$ cat config.mk
export PLATFORM = sky130hd
export DESIGN_NAME = serial_receive
export DESIGN_NICKNAME = d
export VERILOG_FILES = /design/src/rtl/serial_receive.sv
export SDC_FILE = /design/constraint.sdc
export NUM_CORES = 1
export LEC_CHECK = 0
export CAP_MARGIN = 20
export CORE_MARGIN = 4
export CORE_UTILIZATION = 57
export CTS_BUF_LIST = sky130_fd_sc_hd__clkbuf_16
export DETAILED_ROUTE_END_ITERATION = 16
export PLACE_DENSITY_LB_ADDON = 0.08
export SYNTH_ARGS = -nofsm -noshare
export SYNTH_HDL_FRONTEND = slang
export SYNTH_SLANG_ARGS = --single-unit
$ cat constraint.sdc
create_clock -name CLK_100_I -period 2.4 [get_ports CLK_100_I]
set_input_delay 0.24 -clock CLK_100_I [delete_from_list [all_inputs] [get_ports CLK_100_I]]
set_output_delay 0.24 -clock CLK_100_I [all_outputs]
set_load 0.005 [all_outputs]
$ cat src/rtl/serial_receive.sv
// 8N1 UART receiver: 2-flop synchronizer, midpoint sampling, one-cycle ready and
// framing-error pulses, and a break state so a held-low line reports one error.
module serial_receive #(
  parameter int unsigned BIT_CLKS  = 10416,
  parameter int unsigned HALF_CLKS = 5208
) (
  input  logic       CLK_100_I,
  input  logic       RSTN_I,
  input  logic       SERIAL_I,
  output logic [7:0] BYTE_O,
  output logic       RDY_O,
  output logic       FRAME_ERR_O,
  output logic       BUSY_O
);

  localparam logic [13:0] BitLast  = 14'(BIT_CLKS - 1);
  localparam logic [13:0] HalfLast = 14'(HALF_CLKS - 1);

  typedef enum logic [2:0] {StIdle, StStart, StData, StStop, StBreak} state_e;

  state_e      state_q, state_d;
  logic [13:0] cnt_q, cnt_d;
  logic [2:0]  idx_q, idx_d;
  logic [7:0]  shift_q, shift_d;
  logic [7:0]  byte_q, byte_d;
  logic        rdy_q, rdy_d;
  logic        ferr_q, ferr_d;
  logic        sync_q, rx_q;

  always_ff @(posedge CLK_100_I) begin
    if (!RSTN_I) begin
      state_q <= StIdle;
      cnt_q   <= '0;
      idx_q   <= '0;
      shift_q <= '0;
      byte_q  <= '0;
      rdy_q   <= 1'b0;
      ferr_q  <= 1'b0;
      sync_q  <= 1'b1;
      rx_q    <= 1'b1;
    end else begin
      state_q <= state_d;
      cnt_q   <= cnt_d;
      idx_q   <= idx_d;
      shift_q <= shift_d;
      byte_q  <= byte_d;
      rdy_q   <= rdy_d;
      ferr_q  <= ferr_d;
      sync_q  <= SERIAL_I;
      rx_q    <= sync_q;
    end
  end

  always_comb begin
    state_d = state_q;
    cnt_d   = cnt_q;
    idx_d   = idx_q;
    shift_d = shift_q;
    byte_d  = byte_q;
    rdy_d   = 1'b0;
    ferr_d  = 1'b0;

    unique case (state_q)
      StIdle: begin
        if (!rx_q) begin
          state_d = StStart;
          cnt_d   = '0;
        end
      end
      StStart: begin
        if (cnt_q == HalfLast) begin
          cnt_d = '0;
          idx_d = '0;
          // A start bit that is gone by its midpoint was a glitch.
          state_d = rx_q ? StIdle : StData;
        end else begin
          cnt_d = cnt_q + 14'd1;
        end
      end
      StData: begin
        if (cnt_q == BitLast) begin
          cnt_d   = '0;
          shift_d = {rx_q, shift_q[7:1]};
          if (idx_q == 3'd7) state_d = StStop;
          else               idx_d   = idx_q + 3'd1;
        end else begin
          cnt_d = cnt_q + 14'd1;
        end
      end
      StStop: begin
        if (cnt_q == BitLast) begin
          cnt_d = '0;
          if (rx_q) begin
            byte_d  = shift_q;
            rdy_d   = 1'b1;
            state_d = StIdle;
          end else begin
            ferr_d  = 1'b1;
            state_d = StBreak;
          end
        end else begin
          cnt_d = cnt_q + 14'd1;
        end
      end
      StBreak: begin
        if (rx_q) state_d = StIdle;
      end
      default: state_d = StIdle;
    endcase
  end

  assign BYTE_O      = byte_q;
  assign RDY_O       = rdy_q;
  assign FRAME_ERR_O = ferr_q;
  assign BUSY_O      = (state_q != StIdle);

endmodule

==> metrics.md <==
| Metric | Value |
|---|---|
| Status | `finished, final reports clean` |
| Cell count after synthesis | `201` |
| Syn nets | `207` |
| Drt drc | `0` |
| Switching Share | `0.2050` |
| CTS tree | `built` |
| Final Cycle Share | `0.8885` |
| Row cnt | `20` |
| Total wire length | `3738 um` |
| Register share of total power | `0.506` |
| Finished Layout Cells | `255` |
| Clock-pin slew on the worst setup and hold paths | `0.05 ns` |
| Global Route Usage Sum | `0.2057` |
| Sequential area share after synthesis | `0.4387` |
| 1st-pass router iterations | `4` |
| Mapped Area | `0.001826 mm2` |
| Port bufs | `13` |
| DIE HEIGHT | `64.59 um` |
| Hold WC Path Type | `reg2reg` |
| Complex-gate fraction of the synthesized area | `0.05346` |
| Comb power frac | `0.031` |
| Adder-Cell Fraction of Synth Area | `0.02056` |
| Layout cells sized above 1 | `0.06635` |
| Int Pwr | `1.054 mW` |
| Fin crit period | `2.132 ns` |
| Root Driver | `clkbuf_16` |
| CP Class | `reg2reg` |
| Maximum VDD drop | `0.4101 mV` |
| Final Max Tran Viols | `0` |
| Chip width | `64.59 um` |
| Max Fclk | `468.9 MHz` |
| Mapped Avg Cell Area | `9.082 um2` |
| Worst-path maximum fanout | `13` |
| Yosys warns | `0` |
| Main combinational cell family by area after synthesis | `simple AND/OR/NAND/NOR gates` |
| RSZ-0062 raised after global routing | `no` |
| # IOs | `14` |
| CP Cell Sequence | `ha_1, and4bb_2, and4_1, o2bb2ai_2, or4_1, a21oi_1` |
| Post-synthesis mux area share | `0.1097` |
| Hold-fix buffers, CTS | `0` |
| Fillers | `258` |
| Synth Flop Type | `dfxtp_1` |
| Initial antenna violation count | `0` |
| Slew headroom | `0.5688` |
| Clock share of power | `0.463` |
| Clock net sink count | `40` |
| Synth Area in XOR/XNOR | `0.03358` |
| WHS | `0.4270 ns` |
| Unique masters post-synth | `41` |
| Placed wire-length estimate | `2592 um` |
| Skew final | `0.003111 ns` |
| Post-synth EDFFs | `0` |
| Post-route ant nets | `0` |
| Reg2Reg Depth | `6` |
| Worst Setup End Kind | `flip-flop` |
| Via count | `1461` |
| Simple-gate share of the synthesized area | `0.3071` |
| Setup TNS | `0 ns` |
| Clock Path Buffers | `2` |
| Final Hold Vio Count | `0` |
| Pin slew with the least headroom to its limit | `0.6469 ns` |
| Static Leak | `0.9259 nW` |
| Cell Pwr Density | `631.5 mW/mm2` |
| Vias/cell | `5.729` |
| Hold path depth | `1` |
| Final Power | `1.326 mW` |
| Iter 0 DRT Violations | `74` |
| Antenna diode count | `0` |
| H-tree Lvls | `2` |
| CP required | `2.60 ns` |
| Setup Buffers After CTS | `0` |
| Number of synthesized register bits | `40` |
| DIE AREA | `0.004172 mm2` |
| Core area | `0.003053 mm2` |
| Starting Density | `0.5980` |
| Setup violations, final | `0` |
| Dpl cells | `248` |
| Vias in the first global route | `1441` |
| Num CTS Buffers | `5` |
| Critical Path Start Type | `flip-flop` |
| First-pass GRT wire length | `6658 um` |
| GRT overflow | `0` |
| # resized after CTS | `0` |
| Worst path max stage delay | `0.50 ns` |
| Skew-Pair Late Insertion Delay | `0.28 ns` |
| Max_cap viols | `0` |
| Syn-to-layout area delta | `15.01%` |
| Worst EP arrival | `2.34 ns` |
| Sw Pwr | `0.2718 mW` |
| Final GP Congestion | `0.8684` |
| Largest net degree at the start of global routing | `22` |
| Nets | `217` |
| Crit path max-delay cell type | `or4_1` |
| Post-synth ARST share | `0` |
| Wire per inst | `14.66 um` |
## synthesized netlist by cell type (all sizes together) (2+ instances only)
| cell | n | area share |
|---|---|---|
| nor3 | 2 | 0.0055 |
| nand3 | 13 | 0.038 |
| nor3b | 2 | 0.0082 |
| nand4 | 10 | 0.034 |
| inv | 2 | 0.0041 |
| nand2 | 13 | 0.028 |
| buf | 6 | 0.021 |
| and4 | 3 | 0.014 |
| nor4b | 2 | 0.0096 |
| and3 | 3 | 0.010 |
| nand2b | 3 | 0.010 |
| dfxtp | 40 | 0.44 |
| nand4b | 2 | 0.0096 |
| ha | 3 | 0.021 |
| clkbuf | 6 | 0.012 |
| and4bb | 3 | 0.021 |
| o21ai | 6 | 0.019 |
| mux2i | 20 | 0.11 |
| nor2b | 5 | 0.017 |
| xor2 | 7 | 0.034 |
| a21oi | 5 | 0.014 |
| nor2 | 34 | 0.070 |
## registers in the layout, summed over array words and instances (netlist names), 3 cells and up
register	flops
shift_q	8
state_q	3
idx_q	3
cnt_q	14
BYTE_O	8
## layer usage
layer  routed length (um)  vias up  part of all wire  GRT usage
li1                     -      726                 -          -
met1                 1725      706              0.46     0.2546
met2                 1814       21              0.49     0.3389
met3                  128        8             0.034    0.04853
met4                   70        0             0.019    0.09235
met5                    0        -                 0          0
## metrics by stage
stage	setup WS, ns	instance area [um2]	util
global route	0.1632	2100	0.6877
detailed placement	0.3059	1966	0.6439
CTS	0.2820	2100	0.6877
global placement	0.3785	1966	0.6439
finish	0.2675	2100	0.6877
floorplan	0.6342	1826	-
## final timing paths
check,to,from,slack (ns)
worst min-delay path,rx_q,sync_q,0.43
worst min register to register,rx_q,sync_q,0.43
worst max-delay path,state_q[0],cnt_q[0],0.27
worst max register to register,state_q[0],cnt_q[0],0.27
## worst max-delay path, delay by kind of cell (launching register included)
family	cells	cell delay [ns]
simple gates	3	1.09
flops	1	0.38
compound gates	2	0.37
fa+ha+maj	1	0.22
## kinds of logic (layout without fill, tap and decap cells)
kind of cell / Yosys count / after routing
AO/OA/AOI/OAI: 15 / 15
XOR/XNOR: 7 / 7
adder cells (fa/ha/maj): 3 / 3
buffers and inverters: 14 / 24
flip-flops: 40 / 40
multiplexers: 20 / 20
AND/OR/NAND/NOR: 102 / 102
## layout by cell type (no fill, tap or decap), types with 4 or more instances in the layout
master           count
nand2_1             12
nand4_1             10
xor2_1               7
a21oi_1              5
dfxtp_1             40
nand3_1             12
clkdlybuf4s50_1     13
o21ai_0              4
nor2b_1              5
nor2_1              34
clkbuf_16            5
mux2i_1             20
## power by group through the flow
stage / clock network (mW) / registers [mW] / logic (mW)
3_5_place_dp: 0 / 0.685 / 0.0409
3_3_place_gp: 0 / 0.685 / 0.0397
4_1_cts: 0.624 / 0.671 / 0.0412
5_1_grt: 0.660 / 0.671 / 0.0456
6_report: 0.613 / 0.671 / 0.0413
2_1_floorplan: 0 / 0.682 / 0.0305
## area by class of cell
class / instances / area, um2 / area share
Clock buffer: 5 / 125.1 / 0.05959
Clock inverter: 2 / 8.758 / 0.004172
Inverter: 2 / 7.507 / 0.003576
Tap cell: 44 / 55.05 / 0.02622
Timing Repair Buffer: 15 / 145.1 / 0.06913
Multi-Input combinational cell: 147 / 957.2 / 0.4559
Sequential cell: 40 / 800.8 / 0.3814
(Power assumes the default switching activity.)
